==> config.mk <==
export PLATFORM = sky130hd
export DESIGN_NAME = fifo_reader
export DESIGN_NICKNAME = d
export VERILOG_FILES = /design/src/rtl/fifo_reader_pkg.sv /design/src/rtl/skid_buf2.sv /design/src/rtl/fifo_reader.sv
export SDC_FILE = /design/constraint.sdc
export NUM_CORES = 1
export LEC_CHECK = 0
export CAP_MARGIN = 20
export CORE_MARGIN = 3
export CORE_UTILIZATION = 50
export DETAILED_ROUTE_END_ITERATION = 6
export GPL_TIMING_DRIVEN = 0
export HOLD_SLACK_MARGIN = 0.05
export PLACE_DENSITY_LB_ADDON = 0.15
export REMOVE_ABC_BUFFERS = 1
export SYNTH_ARGS = -nofsm -noshare
export SYNTH_HDL_FRONTEND = slang
export SYNTH_SLANG_ARGS = --single-unit
==> constraint.sdc <==
create_clock -name clk -period 3.5 [get_ports clk]
set_input_delay 0.35 -clock clk [delete_from_list [all_inputs] [get_ports clk]]
set_output_delay 0.35 -clock clk [all_outputs]
set_load 0.01 [all_outputs]
==> src/rtl/fifo_reader_pkg.sv <==
// fifo_reader_pkg: shared types and default widths for the FIFO reader slice.
//   state_t            - reader state machine encoding (IDLE, RUN, DRAIN)
//   DEFAULT_DATA_WIDTH - default word width of FIFO read data / output stream
//   DEFAULT_CNT_WIDTH  - default width of the pop counter
package fifo_reader_pkg;

  localparam int DEFAULT_DATA_WIDTH = 8;
  localparam int DEFAULT_CNT_WIDTH  = 16;

  typedef enum logic [1:0] {
    IDLE  = 2'd0,
    RUN   = 2'd1,
    DRAIN = 2'd2
  } state_t;

endpackage

==> src/rtl/skid_buf2.sv <==
// skid_buf2: 2-entry ordered buffer. entry0 is always the oldest word.
// Ports:
//   clk, rst  - clock, asynchronous active-high reset (clears entries and count)
//   push      - write data_in this edge (ignored when full)
//   data_in   - word to write
//   pop       - discard the oldest word this edge (ignored when empty)
//   data_out  - oldest buffered word
//   count     - number of buffered words, 0..2
module skid_buf2 #(
  parameter int WIDTH = 8
) (
  input  logic             clk,
  input  logic             rst,
  input  logic             push,
  input  logic [WIDTH-1:0] data_in,
  input  logic             pop,
  output logic [WIDTH-1:0] data_out,
  output logic [1:0]       count
);

  logic [WIDTH-1:0] entry0;
  logic [WIDTH-1:0] entry1;
  logic [1:0]       cnt;

  assign data_out = entry0;
  assign count    = cnt;

  always_ff @(posedge clk or posedge rst) begin
    if (rst) begin
      entry0 <= '0;
      entry1 <= '0;
      cnt    <= 2'd0;
    end else begin
      unique case ({push, pop})
        2'b10: begin
          if (cnt == 2'd0) begin
            entry0 <= data_in;
            cnt    <= 2'd1;
          end else if (cnt == 2'd1) begin
            entry1 <= data_in;
            cnt    <= 2'd2;
          end
        end
        2'b01: begin
          if (cnt != 2'd0) begin
            entry0 <= entry1;
            cnt    <= cnt - 2'd1;
          end
        end
        2'b11: begin
          // Simultaneous push and pop: occupancy unchanged, the queue shifts.
          if (cnt == 2'd2) begin
            entry0 <= entry1;
            entry1 <= data_in;
          end else begin
            entry0 <= data_in;
            cnt    <= 2'd1;
          end
        end
        default: ;
      endcase
    end
  end

endmodule

==> src/rtl/fifo_reader.sv <==
// fifo_reader: pops words from an upstream FIFO with one-cycle read latency
// and presents them on a valid/ready output stream through a 2-entry buffer.
// Ports:
//   clk, rst      - clock, asynchronous active-high reset
//   enable        - permission to issue new pops
//   fifo_empty    - upstream FIFO has no entries
//   fifo_pop      - one-cycle pop strobe to the upstream FIFO
//   fifo_rd_data  - FIFO read data, valid the cycle after a pop
//   m_valid       - m_data holds a word
//   m_ready       - downstream accepts the word
//   m_data        - output word (oldest buffered)
//   busy          - state is not IDLE
//   pop_count     - pops issued since reset, wraps
// Handshake: a word transfers on any edge where m_valid and m_ready are both 1.
// m_valid never depends on m_ready, and m_data is held while m_valid=1 and
// m_ready=0.
module fifo_reader
  import fifo_reader_pkg::*;
#(
  parameter int DATA_WIDTH = DEFAULT_DATA_WIDTH,
  parameter int CNT_WIDTH  = DEFAULT_CNT_WIDTH
) (
  input  logic                  clk,
  input  logic                  rst,
  input  logic                  enable,
  input  logic                  fifo_empty,
  output logic                  fifo_pop,
  input  logic [DATA_WIDTH-1:0] fifo_rd_data,
  output logic                  m_valid,
  input  logic                  m_ready,
  output logic [DATA_WIDTH-1:0] m_data,
  output logic                  busy,
  output logic [CNT_WIDTH-1:0]  pop_count
);

  state_t               state;
  logic                 inflight;
  logic [CNT_WIDTH-1:0] pop_cnt;
  logic [1:0]           occ;
  logic                 xfer;
  logic [2:0]           committed;
  logic                 drain_done;

  assign m_valid   = (occ != 2'd0);
  assign xfer      = m_valid & m_ready;
  assign busy      = (state != IDLE);
  assign pop_count = pop_cnt;

  // Words already owned by the reader: buffered plus the one on its way back.
  assign committed = {1'b0, occ} + {2'b00, inflight};

  // Pop only if the word it returns is guaranteed a buffer slot; enable also
  // gates new pops so dropping it stops traffic in the same cycle.
  assign fifo_pop = (state == RUN) && enable && !fifo_empty &&
                    (committed <= (3'd1 + {2'b00, xfer}));

  // Nothing left once the current transfer leaves (no pops occur in DRAIN).
  assign drain_done = !inflight && (occ == {1'b0, xfer});

  skid_buf2 #(
    .WIDTH(DATA_WIDTH)
  ) u_buf (
    .clk      (clk),
    .rst      (rst),
    .push     (inflight),
    .data_in  (fifo_rd_data),
    .pop      (xfer),
    .data_out (m_data),
    .count    (occ)
  );

  always_ff @(posedge clk or posedge rst) begin
    if (rst) begin
      state    <= IDLE;
      inflight <= 1'b0;
      pop_cnt  <= '0;
    end else begin
      inflight <= fifo_pop;
      if (fifo_pop) begin
        pop_cnt <= pop_cnt + CNT_WIDTH'(1);
      end
      unique case (state)
        IDLE: begin
          if (enable) state <= RUN;
        end
        RUN: begin
          if (!enable) begin
            state <= (occ == 2'd0 && !inflight) ? IDLE : DRAIN;
          end
        end
        DRAIN: begin
          if (enable)          state <= RUN;
          else if (drain_done) state <= IDLE;
        end
        default: state <= IDLE;
      endcase
    end
  end

endmodule

==> impl_metrics.ini <==
[timing]
timing.final.ws_setup_ns = 0.2176
hold_viol = 0
fin_tns_setup_ns = 0
worst_pin_slew_ns = 0.7938
max-slew-margin-rel_pct = 47.02
skew_ns = 0.01053
rsz0062_at_grt = no
clock.fmax_mhz = 304.7
period_share_pct = 93.78
fin_crit_ns = 3.282
finalMaxSlewViolations = 0
final-setup-viol-count = 0

[critical_path]
arrival_ns = 2.93
crit_family = adder cells
r2r_slack_ns = 0.63
slowest_stage = o31ai_2
cp_cell_sequence = inv_1 > ha_1 > nor2b_4 > fa_1 > o31ai_2 > a21oi_4 > dlygate4sd2_1
path_max_fanout = 5
critPathKind = flop to output pin
crit_buf_inv = 2
crit_cells = 7
cp-end-kind = output pin
crit_required_ns = 3.15
timing.critical_path.slowest_cell_delay_ns = 0.57
startpoint_type = flop
r2r_cells = 8

[placement]
place_area_um2 = 2288
detailed_place_hpwl_mm = 2.818
place_ws_ns = -0.03486
gp_congestion = 0.7691
place.port_buffers = 39

[clock_tree]
cts-root-buf = clkbuf_4
insertion_delay_ns = 0.34
clk_pin_slew_ns = 0.11
ctsHoldBuffers = 0
clockBufferDepth = 2
cts.sinks = 37
cts_buffers = 5
cts_tree = done
htree_num_levels = 2

[final_layout]
num-fill-cells = 259
stdcell_area_um2 = 2387
syn_to_final_growth_pct = 30.86
drive_gt1_share_pct = 14.15
final_util_pct = 69.89
n_antenna_cell = 0
nNetsFinal = 226

[synth]
synth_seq_area_share_pct = 50.75
avgSynthCellArea_um2 = 11.55
synth_edf_count = 0
yosysMostFrequentCell = dfrtp_1
synth-main-ff-cell = dfrtp_1
synth_top_area_share_pct = 50.75
syn_inst = 158
yosys.area.top_type = dfrtp_1
synth_area_um2 = 1824
synth_area_leaders = dfrtp_1 51%, xnor2_1 6.2%, mux2_2 6.2%, ha_1 5.5%, mux2i_1 4.9%
synth_commonest_cells = 37 x dfrtp_1, 17 x nand2_1, 13 x xnor2_1
async_flop_share_pct = 100.0
synth_cell_types = 31
yosys_warnings = 0
synth_seq_cells = 37

[die]
initial_core_util_pct = 53.41
die_h_um = 66.40
die_w_um = 66.40
die-area_um2 = 4409
ios = 40
num_rows = 21
core_area_um2 = 3416

[pwr]
power.leakage_nw = 1.073
power_density_nw_per_um2 = 671.1
power_mw = 1.602
irDropWorstVdd_uv = 316.6

[routing]
totalWireLength_mm = 3.751
num_vias = 1315
ant_nets = 0
drt-pass1-iter-count = 4
wl_per_cell_um = 14.94
drc = 0
via_per_inst = 5.239
drtIter0Drc = 65

[global_routing]
grt_usage_pct = 19.06
grt_max_degree = 21
first_global_vias = 1359
grt_overflow = 0
antenna_found_initial = 0
grt_pass1_wl_mm = 6.265

[status]
status = finished, final reports clean

[run]
maxCapViolations = 0

[hold_path]
hold_class = input port to asynchronous set/reset pin
[where the power goes]
part / total (mW) / switching [mW] / internal [mW]
Combinational: 0.701 / 0.345 / 0.356
Sequential: 0.644 / 0.0916 / 0.552
Clock: 0.258 / 0.141 / 0.116
[final timing paths]
kind                                        start           endpoint
worst max-delay path               u_buf.count[0]           fifo_pop
worst min-delay path                          rst  u_buf.data_out[4]
worst max register to register     u_buf.count[0]       pop_count[9]
worst min register to register  u_buf.data_out[7]  u_buf.data_out[7]
max in group asynchronous                     rst       pop_count[1]
min in group clk                u_buf.data_out[7]  u_buf.data_out[7]
[layout make-up]
type,instances,area (um2),area share (%)
clock buffers,7,65.06,2.725
clock inverters,1,5.005,0.2096
inverters,10,37.54,1.572
multi-input cells,108,864.6,36.22
flip-flops and latches,37,925.9,38.78
well taps,46,57.56,2.411
repair buffers,42,431.7,18.08
[cells by family after synthesis]
logic type               count (synthesis)  share of synthesized area (%)
AND/OR/NAND/NOR                         41                          11.39
flip-flops                              37                          50.75
AO/OA/AOI/OAI                           23                          9.808
multiplexers                            19                          11.11
XOR/XNOR                                16                          7.682
buffers and inverters                   13                          2.675
adder cells (fa/ha/maj)                  9                          6.585
[what timing repair did]
| action | 4_1_cts | 5_1_grt |
|---|---|---|
| setup endpoints to repair | 1 | 0 |
| endpoints found under the hold margin | 0 | 0 |
| gates resized for setup | 4 | 0 |
| buffers inserted | 1 | 0 |
[sequential cells by signal, indices dropped and copies added (netlist names)]
signal	cells
u_buf.count	2
u_buf.data_out	8
state	2
u_buf.entry1	8
inflight	1
pop_count	16
[routing by layer]
| metal | global-route usage (%) | routed length [um] | vias to the layer above |
|---|---|---|---|
| li1 | - | - | 630 |
| met1 | 22.88 | 1537 | 649 |
| met2 | 32.71 | 2021 | 31 |
| met3 | 6.293 | 153 | 5 |
| met4 | 4.822 | 38 | 0 |
| met5 | 0 | 0 | - |
[stage by stage]
step	hold WS, ns	cells
after floorplan	0.4131	155
after global placement	0.4616	240
after detailed placement	0.4758	241
after CTS	0.4683	250
after global routing	0.5003	251
final	0.4556	251
[layout by cell type, fill, tap and decap left out]
master | synthesis | layout
nand4bb_1 | 1 | 1
a21o_1 | 1 | 1
clkinv_2 | 0 | 1
mux2_2 | 10 | 10
o221ai_2 | 1 | 1
and4_1 | 2 | 2
a31oi_1 | 1 | 1
clkdlybuf4s50_1 | 0 | 38
buf_16 | 0 | 1
or3b_4 | 1 | 1
nor2b_4 | 0 | 1
dlygate4sd2_1 | 0 | 1
nor2b_1 | 2 | 1
xor2_1 | 3 | 3
dfrtp_1 | 37 | 37
nand2b_1 | 1 | 1
nand2_1 | 17 | 17
o21a_1 | 1 | 1
a211oi_4 | 2 | 2
buf_4 | 0 | 2
a21oi_4 | 0 | 1
a21boi_0 | 1 | 1
nor3_1 | 2 | 2
o21ai_0 | 11 | 11
xnor2_1 | 13 | 13
inv_1 | 10 | 10
clkbuf_8 | 0 | 2
or2_2 | 1 | 1
nand3_1 | 7 | 7
fa_1 | 1 | 1
ha_1 | 8 | 8
nand4_1 | 3 | 3
a21oi_1 | 2 | 2
mux2i_1 | 9 | 9
o311ai_0 | 1 | 1
clkbuf_4 | 0 | 5
o31ai_2 | 1 | 1
nor2_1 | 4 | 4
No activity file was read; power rests on OpenSTA's default activity.
